## src/rtl/uart_rx_fifo.sv

```systemverilog
// rtl/uart_rx_fifo.sv - 8N1 serial receiver feeding a first-word-fall-through byte FIFO
module uart_rx_fifo #(
    parameter int BAUD_DIV   = 16,
    parameter int FIFO_DEPTH = 8
) (
    input  logic                          clk,
    input  logic                          rst_,
    input  logic                          rxd_i,
    output logic [7:0]                    rx_data_o,
    output logic                          rx_valid_o,
    input  logic                          rx_ready_i,
    output logic                          frame_err_o,
    output logic                          overflow_o,
    output logic [$clog2(FIFO_DEPTH):0]   fifo_cnt_o
);
    localparam int AW   = $clog2(FIFO_DEPTH);
    localparam int CW   = AW + 1;
    localparam int CNTW = $clog2(BAUD_DIV);
    localparam logic [CNTW-1:0] HALF_M1 = CNTW'(BAUD_DIV / 2 - 1);
    localparam logic [CNTW-1:0] FULL_M1 = CNTW'(BAUD_DIV - 1);

    typedef enum logic [2:0] {IDLE, START, DATA, STOP, BREAK} state_t;

    state_t            state_q, state_d;
    logic [1:0]        sync_q;
    logic [CNTW-1:0]   cnt_q, cnt_d;
    logic [2:0]        bitidx_q, bitidx_d;
    logic [7:0]        shift_q, shift_d;
    logic              frame_err_q, frame_err_d;
    logic              overflow_q, overflow_d;
    logic              push;
    logic              pop;
    logic              full;
    logic              rxd_s;

    logic [7:0]        mem_q [FIFO_DEPTH];
    logic [AW-1:0]     wptr_q, rptr_q;
    logic [CW-1:0]     count_q;

    assign rxd_s = sync_q[1];
    assign full  = (count_q == CW'(FIFO_DEPTH));
    assign pop   = rx_valid_o && rx_ready_i;

    always_ff @(posedge clk) begin
        if (rst_) begin
            state_q     <= IDLE;
            sync_q      <= 2'b11;
            cnt_q       <= '0;
            bitidx_q    <= '0;
            shift_q     <= '0;
            frame_err_q <= 1'b0;
            overflow_q  <= 1'b0;
        end else begin
            state_q     <= state_d;
            sync_q      <= {sync_q[0], rxd_i};
            cnt_q       <= cnt_d;
            bitidx_q    <= bitidx_d;
            shift_q     <= shift_d;
            frame_err_q <= frame_err_d;
            overflow_q  <= overflow_d;
        end
    end

    always_comb begin
        state_d     = state_q;
        cnt_d       = cnt_q;
        bitidx_d    = bitidx_q;
        shift_d     = shift_q;
        frame_err_d = 1'b0;
        overflow_d  = 1'b0;
        push        = 1'b0;
        unique case (state_q)
            IDLE: begin
                if (!rxd_s) begin
                    state_d = START;
                    cnt_d   = '0;
                end
            end
            START: begin
                if (cnt_q == HALF_M1) begin
                    cnt_d    = '0;
                    bitidx_d = '0;
                    state_d  = rxd_s ? IDLE : DATA;
                end else begin
                    cnt_d = cnt_q + 1'b1;
                end
            end
            DATA: begin
                if (cnt_q == FULL_M1) begin
                    cnt_d             = '0;
                    shift_d[bitidx_q] = rxd_s;
                    if (bitidx_q == 3'd7) begin
                        state_d = STOP;
                    end else begin
                        bitidx_d = bitidx_q + 1'b1;
                    end
                end else begin
                    cnt_d = cnt_q + 1'b1;
                end
            end
            STOP: begin
                if (cnt_q == FULL_M1) begin
                    cnt_d = '0;
                    if (rxd_s) begin
                        state_d = IDLE;
                        // A pop on this same edge frees the slot the new byte needs.
                        if (!full || pop) begin
                            push = 1'b1;
                        end else begin
                            overflow_d = 1'b1;
                        end
                    end else begin
                        frame_err_d = 1'b1;
                        state_d     = BREAK;
                    end
                end else begin
                    cnt_d = cnt_q + 1'b1;
                end
            end
            BREAK: begin
                if (rxd_s) begin
                    state_d = IDLE;
                end
            end
            default: state_d = IDLE;
        endcase
    end

    always_ff @(posedge clk) begin
        if (rst_) begin
            wptr_q  <= '0;
            rptr_q  <= '0;
            count_q <= '0;
            for (int i = 0; i < FIFO_DEPTH; i++) begin
                mem_q[i] <= '0;
            end
        end else begin
            if (push) begin
                mem_q[wptr_q] <= shift_q;
                wptr_q        <= wptr_q + 1'b1;
            end
            if (pop) begin
                rptr_q <= rptr_q + 1'b1;
            end
            if (push && !pop) begin
                count_q <= count_q + 1'b1;
            end else if (pop && !push) begin
                count_q <= count_q - 1'b1;
            end
        end
    end

    assign rx_data_o   = mem_q[rptr_q];
    assign rx_valid_o  = (count_q != '0);
    assign frame_err_o = frame_err_q;
    assign overflow_o  = overflow_q;
    assign fifo_cnt_o  = count_q;

endmodule

```

## config.mk

```make
export PLATFORM = sky130hd
export DESIGN_NAME = uart_rx_fifo
export DESIGN_NICKNAME = d
export VERILOG_FILES = /design/src/rtl/uart_rx_fifo.sv
export SDC_FILE = /design/constraint.sdc
export NUM_CORES = 1
export LEC_CHECK = 0
export ABC_AREA = 1
export CORE_MARGIN = 4
export CORE_UTILIZATION = 42
export CTS_BUF_LIST = sky130_fd_sc_hd__clkbuf_16
export DETAILED_ROUTE_END_ITERATION = 8
export HOLD_SLACK_MARGIN = 0.02
export SETUP_SLACK_MARGIN = 0.1
export SYNTH_ARGS = -nofsm -noshare
export SYNTH_HDL_FRONTEND = slang
export SYNTH_SLANG_ARGS = --single-unit
export TNS_END_PERCENT = 50
```

## constraint.sdc

```tcl
create_clock -name clk -period 3.1 [get_ports clk]
set_input_delay 0.62 -clock clk [delete_from_list [all_inputs] [get_ports clk]]
set_output_delay 0.62 -clock clk [all_outputs]
set_load 0.01 [all_outputs]
```

# == Word level (Yosys, flattened, before mapping) ==
# Memories as Yosys holds them, arrays and structs flattened. A register that Yosys moved wholly into a read port is not among the register bits.
# Index checks and enable logic that the tools add are counted.
# totals
mem_bits_rw,64
regBits,32
inputBits,4
output_inout_bits,15
n_memories,1
# classes
muxes,38
n_lt_le_gt_ge,2
addsub,6
n_eq_ne,15
reduce_logical,21
bitwise_logic,3
# memory_table
memory,words,width,read_ports,rd_ports_with_merged_regs,write_ports,line_no,source
mem_q,8,8,1,1,8,36,logic [7:0] mem_q [FIFO_DEPTH];
# op_table
cell,count
3-bit 2-to-1 mux,13
4-bit 2-to-1 mux,5
3-bit case mux with 5 select lines,1
"2-bit != test, second input constant",7
1-bit 2-to-1 mux,13
4-bit case mux with 3 select lines,1
"3-bit by 1-bit adder with 3-bit output, second input constant",3
"4-bit by 1-bit adder with 4-bit output, second input constant",2
8-bit bitwise mux,1
"4-bit == test, second input constant",2
8-bit 2-to-1 mux,1
8-bit OR reduction,1
"3-bit by 2-bit == test with 1-bit output, second input constant",2
"3-bit == test, second input constant",2
3-bit case mux with 2 select lines,1
6-bit AND reduction,1
"4-bit by 3-bit == test with 1-bit output, second input constant",1
1-bit logical AND,4
"3-bit by 4-bit less-than comparator with 1-bit output, second input constant",1
2-bit AND reduction,2
4-bit AND reduction,1
2-bit nonzero test,2
4-bit nonzero test,1
4-bit OR reduction,1
other kinds (12),16

# == Depth between registers and ports, before layout ==
# depth
ltp_word,12
ltp_mapped,17

# == Worst setup path after synthesis ==
# No wires, ideal clock.
# synth_timing
path_kind,register to register
startpoint,register cnt_q[0]
endpoint,"register count_q[3], in the netlist fifo_cnt_o[3]"
setup_ps,113
synth_period_minus_slack_ps,2351
stages_incl_launch_ff,17
slack_ps,749
n_path_buf,1
arrival_time_ps,2238
path_cell_list,dfxtp_1 ha_1 nand3_2 nor3_4 nand2_2 inv_2 buf_12 ha_1 inv_1 ha_1 nand3_1 nand3_1 nand2_1 nand3_1 nand2_1 nand2_1 nor2_1
# synth_via
elab_chain_cells,6
word_cells_on_any_way,8
# synth_rtl
item,line_no,source
start: declaration,26,"logic [CNTW-1:0] cnt_q, cnt_d;"
start signal: assignment,56,cnt_q <= cnt_d;
4-bit == test *,102,if (cnt_q == FULL_M1) begin
1-bit 2-to-1 mux *,102,
1-bit 2-to-1 mux *,72,unique case (state_q)
1-bit logical NOT,147,end else if (pop && !push) begin
1-bit logical AND,147,
2-bit nonzero test (no line),-,
end signal: assignment,146,count_q <= count_q + 1'b1;
end signal: assignment,148,count_q <= count_q - 1'b1;
end: declaration,38,logic [CW-1:0] count_q;
# Every way passes the cells marked *; elsewhere a longest branch is shown, timed or not.
# A chain may end at the register's enable or synchronous reset.

==> flow_summary_export.csv <==
group,metric,value,unit
power_and_ir_drop,clock_group_share_of_total_power,27.7,%
setup_path,reg2reg_setup_slack,580,ps
routing,drt-total-wl,9810,um
grt,global_route_wire_length_before_repair,16500,um
setup_path,cp-start-kind,"register",
cells_and_area,layout_commonest_cell,"sky130_fd_sc_hd__nor2_1",
sta,rsz_0062_raised_after_global_routing,"no",
cells_and_area,final_cell_area,5230,sq um
placement,gp_congestion,0.775,
floorplanning,die_x,113,um
power_and_ir_drop,p_seq_share,41.6,%
floorplanning,initial_utilization,43.9,%
setup_path,r2r-end,"fifo_cnt_o[3]$_SDFFE_PP0P_",
cells_and_area,fin_nets,521,
clock_network,clock_latency,350,ps
yosys,syn_area_per_cell,9.46,sq um
power_and_ir_drop,pwr_density_cell,763,nW/um^2
power_and_ir_drop,net_switching_component_of_the_power,0.00133,W
setup_path,worstPathMaxFanout,11,
placement,placed_cells,631,
grt,grt_start_max_net_pins,33,
routing,avgViaCountPerCell,5.14,
sta,timing.clock.skew,7.84,ps
cells_and_area,ff_latch_area,2620,sq um
routing,detailroute.via_count,3335,
power_and_ir_drop,cell_internal_pwr,0.00266,W
floorplanning,floorplan.die_area,12700,sq um
floorplanning,top_level_ports,19,
cells_and_area,n_antenna_cell,0,
sta,final_critical_period,2710,ps
cells_and_area,area.growth.synth_to_final,14.0,%
grt,grt_overflow,0,
yosys,postSynthCellCount,485,
job,maxCapViolCount,0,
floorplanning,fp-row-count,37,
yosys,synth_cell_type_count,32,
clock_network,worst_case_clock_buffer_depth,2,
yosys,synthesis.nets,498,
sta,fmax,0.369,GHz
cells_and_area,postLayoutCoreUtil,50.0,%
sta,final-hold-violation-count,0,
status,run_status,"complete, no violations",
routing,detail-route-antenna-nets,0,
placement,io_buffers,18,
power_and_ir_drop,switching_power_as_a_share_of_total_power,33.3,%
sta,timing_worst_slew_pin_value,685,ps
yosys,synthesis.area,4590,sq um
setup_path,timing.setup.critical_path_class,"register to output pin",
routing,post-route-drc-count,0,
clock_network,cts_buffers,9,
setup_path,timing.rr.start,"sync_q[1]$_SDFF_PP1_",
yosys,synth-warning-count,0,
setup_path,r2r_cells,14,
min_path,hold_path_depth,1,
sta,setup_violations,0,
sta,setup_total_negative_slack,0,ps
min_path,hold_path.class,"register to register",
routing,drt_iter0_markers,165,
placement,post-dp-hpwl,7000,um
grt,groute.usage.overall,16.4,%
floorplanning,core_area,10500,sq um
sta,timing.final.crit_share,87.4,%
setup_path,timing.critical_path.arrival,2090,ps
power_and_ir_drop,power.ir.vdd_worst,444,uV
clock_network,cts.reportedPaths.clkPinSlew,70,ps
grt,antenna_found_initial,0,
clock_network,clock_sink_count,99,
cells_and_area,fillers,1007,
yosys,ys_seq_area_share,57.1,%
cells_and_area,commonest_non_fill_non_tap_cells_in_the_layout,"116 x sky130_fd_sc_hd__nor2_1, 71 x sky130_fd_sc_hd__nand2_1, 64 x sky130_fd_sc_hd__edfxtp_1",
cells_and_area,multi_input_comb_area,1750,sq um
clock_network,ctsRootBufferMaster,"sky130_fd_sc_hd__clkbuf_16",
routing,wl_per_cell,15.1,um
setup_path,setup.worst_path.end_class,"output pin",
clock_network,cts_tree,"yes",
grt,first_global_vias,3216,
floorplanning,die_height,113,um
setup_path,worst-endpoint-required,2480,ps
clock_network,h-tree-depth,3,
routing,number_of_iterations_in_the_first_detailed_routing_pass,4,
cells_and_area,final_cell_count_no_fill,649,
power_and_ir_drop,cellLeakagePower,1.84,nW
placement,placedInstanceArea,4920,sq um
cells_and_area,final_layout_size_suffix_gt1_share,8.58,%
power_and_ir_drop,share_comb_of_total_power,30.7,%
sta,final-max-slew-violation-count,0,
setup_path,critPathCapture,"rx_data_o[0]",
yosys,yosys_register_bits,99,
sta,slew-limit-headroom,54.3,%
==> stage by stage <==
| step | setup WS (ps) | total power [W] | hold WS [ps] |
|---|---|---|---|
| 2_1_floorplan | 749 | 0.00248 | 389 |
| 3_3_place_gp | 501 | 0.00288 | 393 |
| 3_5_place_dp | 432 | 0.00290 | 398 |
| 4_1_cts | 187 | 0.00401 | 414 |
| 5_1_grt | 282 | 0.00427 | 419 |
| 6_report | 389 | 0.00399 | 410 |
==> kinds of logic (layout without fill, tap and decap cells) <==
| logic type | count (synthesis) | in the layout | synth area share, % |
|---|---|---|---|
| AND/OR/NAND/NOR | 239 | 239 | 23.7 |
| buffers and inverters | 53 | 81 | 4.74 |
| multiplexers | 16 | 16 | 3.49 |
| XOR/XNOR | 2 | 2 | 0.382 |
| flip-flops | 99 | 99 | 57.1 |
| adder cells (fa/ha/maj) | 9 | 9 | 2.62 |
| AO/OA/AOI/OAI | 67 | 67 | 7.91 |
==> repair_timing <==
action	4_1_cts	5_1_grt
setup buffers	0	2
endpoints found under the setup margin	0	6
hold buffers	0	0
gates resized for setup	0	2
==> how the worst min path moves through the flow <==
stage | from | to | slack, ps
finish | sync_q[0]$_SDFF_PP1_ | sync_q[1]$_SDFF_PP1_ | 410
global route | sync_q[0]$_SDFF_PP1_ | sync_q[1]$_SDFF_PP1_ | 420
CTS | sync_q[0]$_SDFF_PP1_ | sync_q[1]$_SDFF_PP1_ | 410
detailed placement | sync_q[0]$_SDFF_PP1_ | sync_q[1]$_SDFF_PP1_ | 400
global placement | sync_q[0]$_SDFF_PP1_ | sync_q[1]$_SDFF_PP1_ | 390
floorplan | sync_q[0]$_SDFF_PP1_ | sync_q[1]$_SDFF_PP1_ | 390
==> flip-flops by register name (all words and copies together) (netlist names), 2 cells and up, named ones only <==
name,cells
mem_q,64
cnt_q,4
state_q,3
sync_q,2
wptr_q,3
shift_q,8
fifo_cnt_o,4
rptr_q,3
bitidx_q,3
==> power groups by stage <==
| stage | logic, W | clock network (W) | registers, W |
|---|---|---|---|
| 5_1_grt | 0.00139 | 0.00119 | 0.00168 |
| 6_report | 0.00122 | 0.00111 | 0.00166 |
| 3_5_place_dp | 0.00121 | 0 | 0.00168 |
| 2_1_floorplan | 0.000828 | 0 | 0.00165 |
| 4_1_cts | 0.00122 | 0.00113 | 0.00166 |
| 3_3_place_gp | 0.00120 | 0 | 0.00168 |
==> area by class of cell <==
class	instances	area share, %
Inverter	38	2.80
Clock buffer	9	4.31
Multi-Input combinational cell	333	33.4
Tap cell	136	3.25
Timing Repair Buffer	27	4.74
Clock inverter	7	1.32
Sequential cell	99	50.2
==> worst max-delay path, cell delays in order, from the launching register on <==
cell and delay, ps:
sky130_fd_sc_hd__dfxtp_2 490, sky130_fd_sc_hd__buf_4 240, sky130_fd_sc_hd__mux2i_1 290, sky130_fd_sc_hd__o22ai_1 130, sky130_fd_sc_hd__nand2_1 80, sky130_fd_sc_hd__nand2_1 50, sky130_fd_sc_hd__clkdlybuf4s50_1 470
==> synthesized netlist by cell type <==
library cell               instances  area (sq um)
sky130_fd_sc_hd__inv_2             3          11.3
sky130_fd_sc_hd__buf_2             2          10.0
sky130_fd_sc_hd__clkbuf_1         11          41.3
sky130_fd_sc_hd__a21oi_1          18          90.1
sky130_fd_sc_hd__nand3_4           7           123
sky130_fd_sc_hd__nor2_1          116           435
sky130_fd_sc_hd__or2_2             2          12.5
sky130_fd_sc_hd__clkinv_1          3          11.3
sky130_fd_sc_hd__nand3_2           2          20.0
sky130_fd_sc_hd__nor3b_1           1          7.51
sky130_fd_sc_hd__nand4_1           4          25.0
sky130_fd_sc_hd__buf_12            1          20.0
sky130_fd_sc_hd__dfxtp_1          35           701
sky130_fd_sc_hd__nor3_1            8          40.0
sky130_fd_sc_hd__nand3_1          21           105
sky130_fd_sc_hd__nand2_2           1          6.26
sky130_fd_sc_hd__mux2i_1          16           160
sky130_fd_sc_hd__and3_1            1          6.26
sky130_fd_sc_hd__nand2_1          71           267
sky130_fd_sc_hd__o22ai_1          16           100
sky130_fd_sc_hd__nor3_4            1          16.3
sky130_fd_sc_hd__nor4_1            1          6.26
sky130_fd_sc_hd__inv_1            32           120
sky130_fd_sc_hd__nor2_2            3          18.8
sky130_fd_sc_hd__fa_1              1          20.0
sky130_fd_sc_hd__xor2_1            2          17.5
sky130_fd_sc_hd__a211oi_1          1          7.51
sky130_fd_sc_hd__ha_1              8           100
sky130_fd_sc_hd__edfxtp_1         64          1920
sky130_fd_sc_hd__o21ai_0          30           150
sky130_fd_sc_hd__buf_1             1          3.75
sky130_fd_sc_hd__o21bai_1          2          15.0
==> routing by layer <==
metal  track usage [%]  vias to the layer above  wire (um)
li1                  -                     1687          -
met1              23.0                     1564       4800
met2              25.7                       69       4350
met3              2.70                       15        468
met4              6.01                        0        184
met5                 0                        -          0
(Power assumes the default switching activity.)
==> edit: new RTL, same flow settings <==
Take the reset off `shift_q` and load it in a clocked block of its own.
--- a/src/rtl/uart_rx_fifo.sv
+++ b/src/rtl/uart_rx_fifo.sv
@@ -47,7 +47,6 @@
             sync_q      <= 2'b11;
             cnt_q       <= '0;
             bitidx_q    <= '0;
-            shift_q     <= '0;
             frame_err_q <= 1'b0;
             overflow_q  <= 1'b0;
         end else begin
@@ -55,10 +54,13 @@
             sync_q      <= {sync_q[0], rxd_i};
             cnt_q       <= cnt_d;
             bitidx_q    <= bitidx_d;
-            shift_q     <= shift_d;
             frame_err_q <= frame_err_d;
             overflow_q  <= overflow_d;
         end
+    end
+
+    always_ff @(posedge clk) begin
+        shift_q <= shift_d;
     end
 
     always_comb begin
Behaviour: no difference found for any inputs over 10 cycles, from zero or initial values and one cycle with rst_ high; that may be too few to reach the edited logic, so the function may still have changed.
==> edit against the unedited design <==
- synthesized cell count fell by 3.9%
- wire length fell by 4.4%
- sequential cell count unchanged
- worst setup slack lost 0.087 ns
- area after synthesis is 0.55% lower
- cell area is 0.45% lower
- first-iteration DRC count is 12% higher
- cell count shrank 2.9%
- power decreased by 0.66%
- critical endpoint is now rx_data_o[5]
- largest cell class unchanged
==> edit: results (changes against the unedited design) <==
| Metric | Value |
|---|---|
| Status | finished, final reports clean |
| FF-to-FF setup slack | 0.64 ns (+0.06 ns) |
| Routed len/inst | 14.9 µm (-1.5%) |
| First-pass GRT wire length | 15.6 mm (-5.4%) |
| Synth warnings | 0 (unchanged) |
| Pin count of the biggest net entering global routing | 23 (-30%) |
| Final GP Congestion | 0.818 (+5.5%) |
| Mux cell area share after synthesis | 3.51% (+0.019 points) |
| Synth Net Count | 479 (-3.8%) |
| Global Route met3 Usage | 2.80% (+0.11 points) |
| EDFF count, synth | 72 (+13%) |
| Post-synthesis adder-cell area fraction | 2.63% (+0.014 points) |
| Routed wl met2 | 4.42 mm (+1.5%) |
| Reg-to-reg endpoint | mem_q[1][6]$_SDFFCE_PN0P_ |
| HP Class | flip-flop to flip-flop |
| Vias in the first global route | 3100 (-3.6%) |
| Met3 wire len | 425 µm (-9.2%) |
| Layout cells sized above 1 | 8.70% (+0.13 points) |
| Max Fanout on Critical Path | 16 (+5) |
| GR Util All Layers | 15.7% (-0.71 points) |
| Post-DP Area | 4900 µm² (-0.36%) |
| Grt met2 use | 25.3% (-0.44 points) |
| Cts-stage hold buffer count | 0 (unchanged) |
| Worst-skew pair later-pin latency | ~0.34 ns |
| Worst Path Arrival | 2.18 ns (+0.09 ns) |
| Setup TNS | 0 ns (unchanged) |
| Startpoint of the worst-slack reg-to-reg timing path | cnt_q[0]$_SDFFE_PP0P_ |
| Post-synthesis xor/xnor area fraction | 0.384% (+0.0021 points) |
| Fillers | 1010 (+0.30%) |
| Pins Over Slew Limit | 0 (unchanged) |
| Nets | 502 (-3.6%) |
| Post-DP HPWL | 6.56 mm (-6.3%) |
| Met1 wire length | 4.37 mm (-9.1%) |
| Largest area contributor in the netlist | edfxtp_1 |
| Hold Crit Endpoint | sync_q[1]$_SDFF_PP1_ |
| Yosys cell types | 30 (-6.3%) |
| DR vias/cell | 5.11 (-0.54%) |
| Register area share after synthesis | 59.2% (+2.1 points) |
| Peak supply drop | 0.000462 V (+4.0%) |
| Resized cells post-CTS | 0 (unchanged) |
| Iter 0 DRT Violations | 184 (+12%) |
| Post-CTS Setup Repair Bufs | 0 (unchanged) |
| Hold_sp | sync_q[0]$_SDFF_PP1_ |
| Area grow syn2layout | 14.1% (about the same) |
| Final Skew | 0.00756 ns (-0.000283 ns) |
| Critical Path End | rx_data_o[5] |
| Grt met1 use | 21.5% (-1.5 points) |
| Top flop regs | mem_q (64), shift_q (8) |
| R2r worst-path depth | 10 (-4) |
| Post-synthesis compound-gate area fraction | 6.52% (-1.4 points) |
| Hold depth | 1 (unchanged) |
| Leading post-synthesis cells by instance count | nor2_1, edfxtp_1, nand2_1, inv_1 |
| Lkg Pwr | 2.00 nW (+8.6%) |
| Synth area leaders | edfxtp_1, dfxtp_1, nor2_1 |
| Worst Max-Slew Pin Slew | 0.521 ns (-0.164 ns) |
==> edit: cell types whose count changed in the layout (fill, tap and decap cells not counted), sizes merged, moves of 3 or more <==
| cell | delta |
|---|---|
| nor2 | +3 |
| edfxtp | +8 |
| clkinv | -4 |
| inv | +5 |
| a21oi | -7 |
| nor3 | -7 |
| o21ai | -3 |
| dfxtp | -8 |
==> edit: final cells by class <==
| class | instances | area share (%) |
|---|---|---|
| Clock buffer | 10 | 4.81 |
| Multi-Input combinational cell | 313 | 31.4 |
| Timing Repair Buffer | 26 | 4.61 |
| Clock inverter | 6 | 1.06 |
| Inverter | 40 | 2.91 |
| Tap cell | 136 | 3.27 |
| Sequential cell | 99 | 51.9 |
==> edit: cells by family after synthesis <==
| kind of cell | after synthesis |
|---|---|
| AO/OA/AOI/OAI | 55 |
| XOR/XNOR | 2 |
| adder cells (fa/ha/maj) | 9 |
| buffers and inverters | 54 |
| flip-flops | 99 |
| multiplexers | 16 |
| AND/OR/NAND/NOR | 231 |
==> edit: metrics by stage <==
step                instances  setup WS, ns  hold WS (ns)  power [mW]
floorplan                 466         0.767         0.389        2.46
global placement          614         0.495         0.391        2.84
detailed placement        614         0.423         0.393        2.87
CTS                       630         0.145         0.408        4.00
global route              630         0.149         0.422        4.25
finish                    630         0.302         0.407        3.97
==> edit: power by group <==
part	leakage [nW]	internal [mW]	total [mW]	switching [mW]
combinational	0.933	0.483	1.14	0.652
clock	0.156	0.666	1.13	0.464
sequential	0.912	1.54	1.70	0.157
total	2.00	2.69	3.97	1.27
==> edit: worst max-delay path, cell delays in order, from the launching register on <==
cell,delay (ns)
dfxtp_2,0.39
inv_1,0.42
nor2_1,0.08
o22ai_1,0.23
nand2_1,0.09
nand2_1,0.09
clkdlybuf4s50_1,0.54
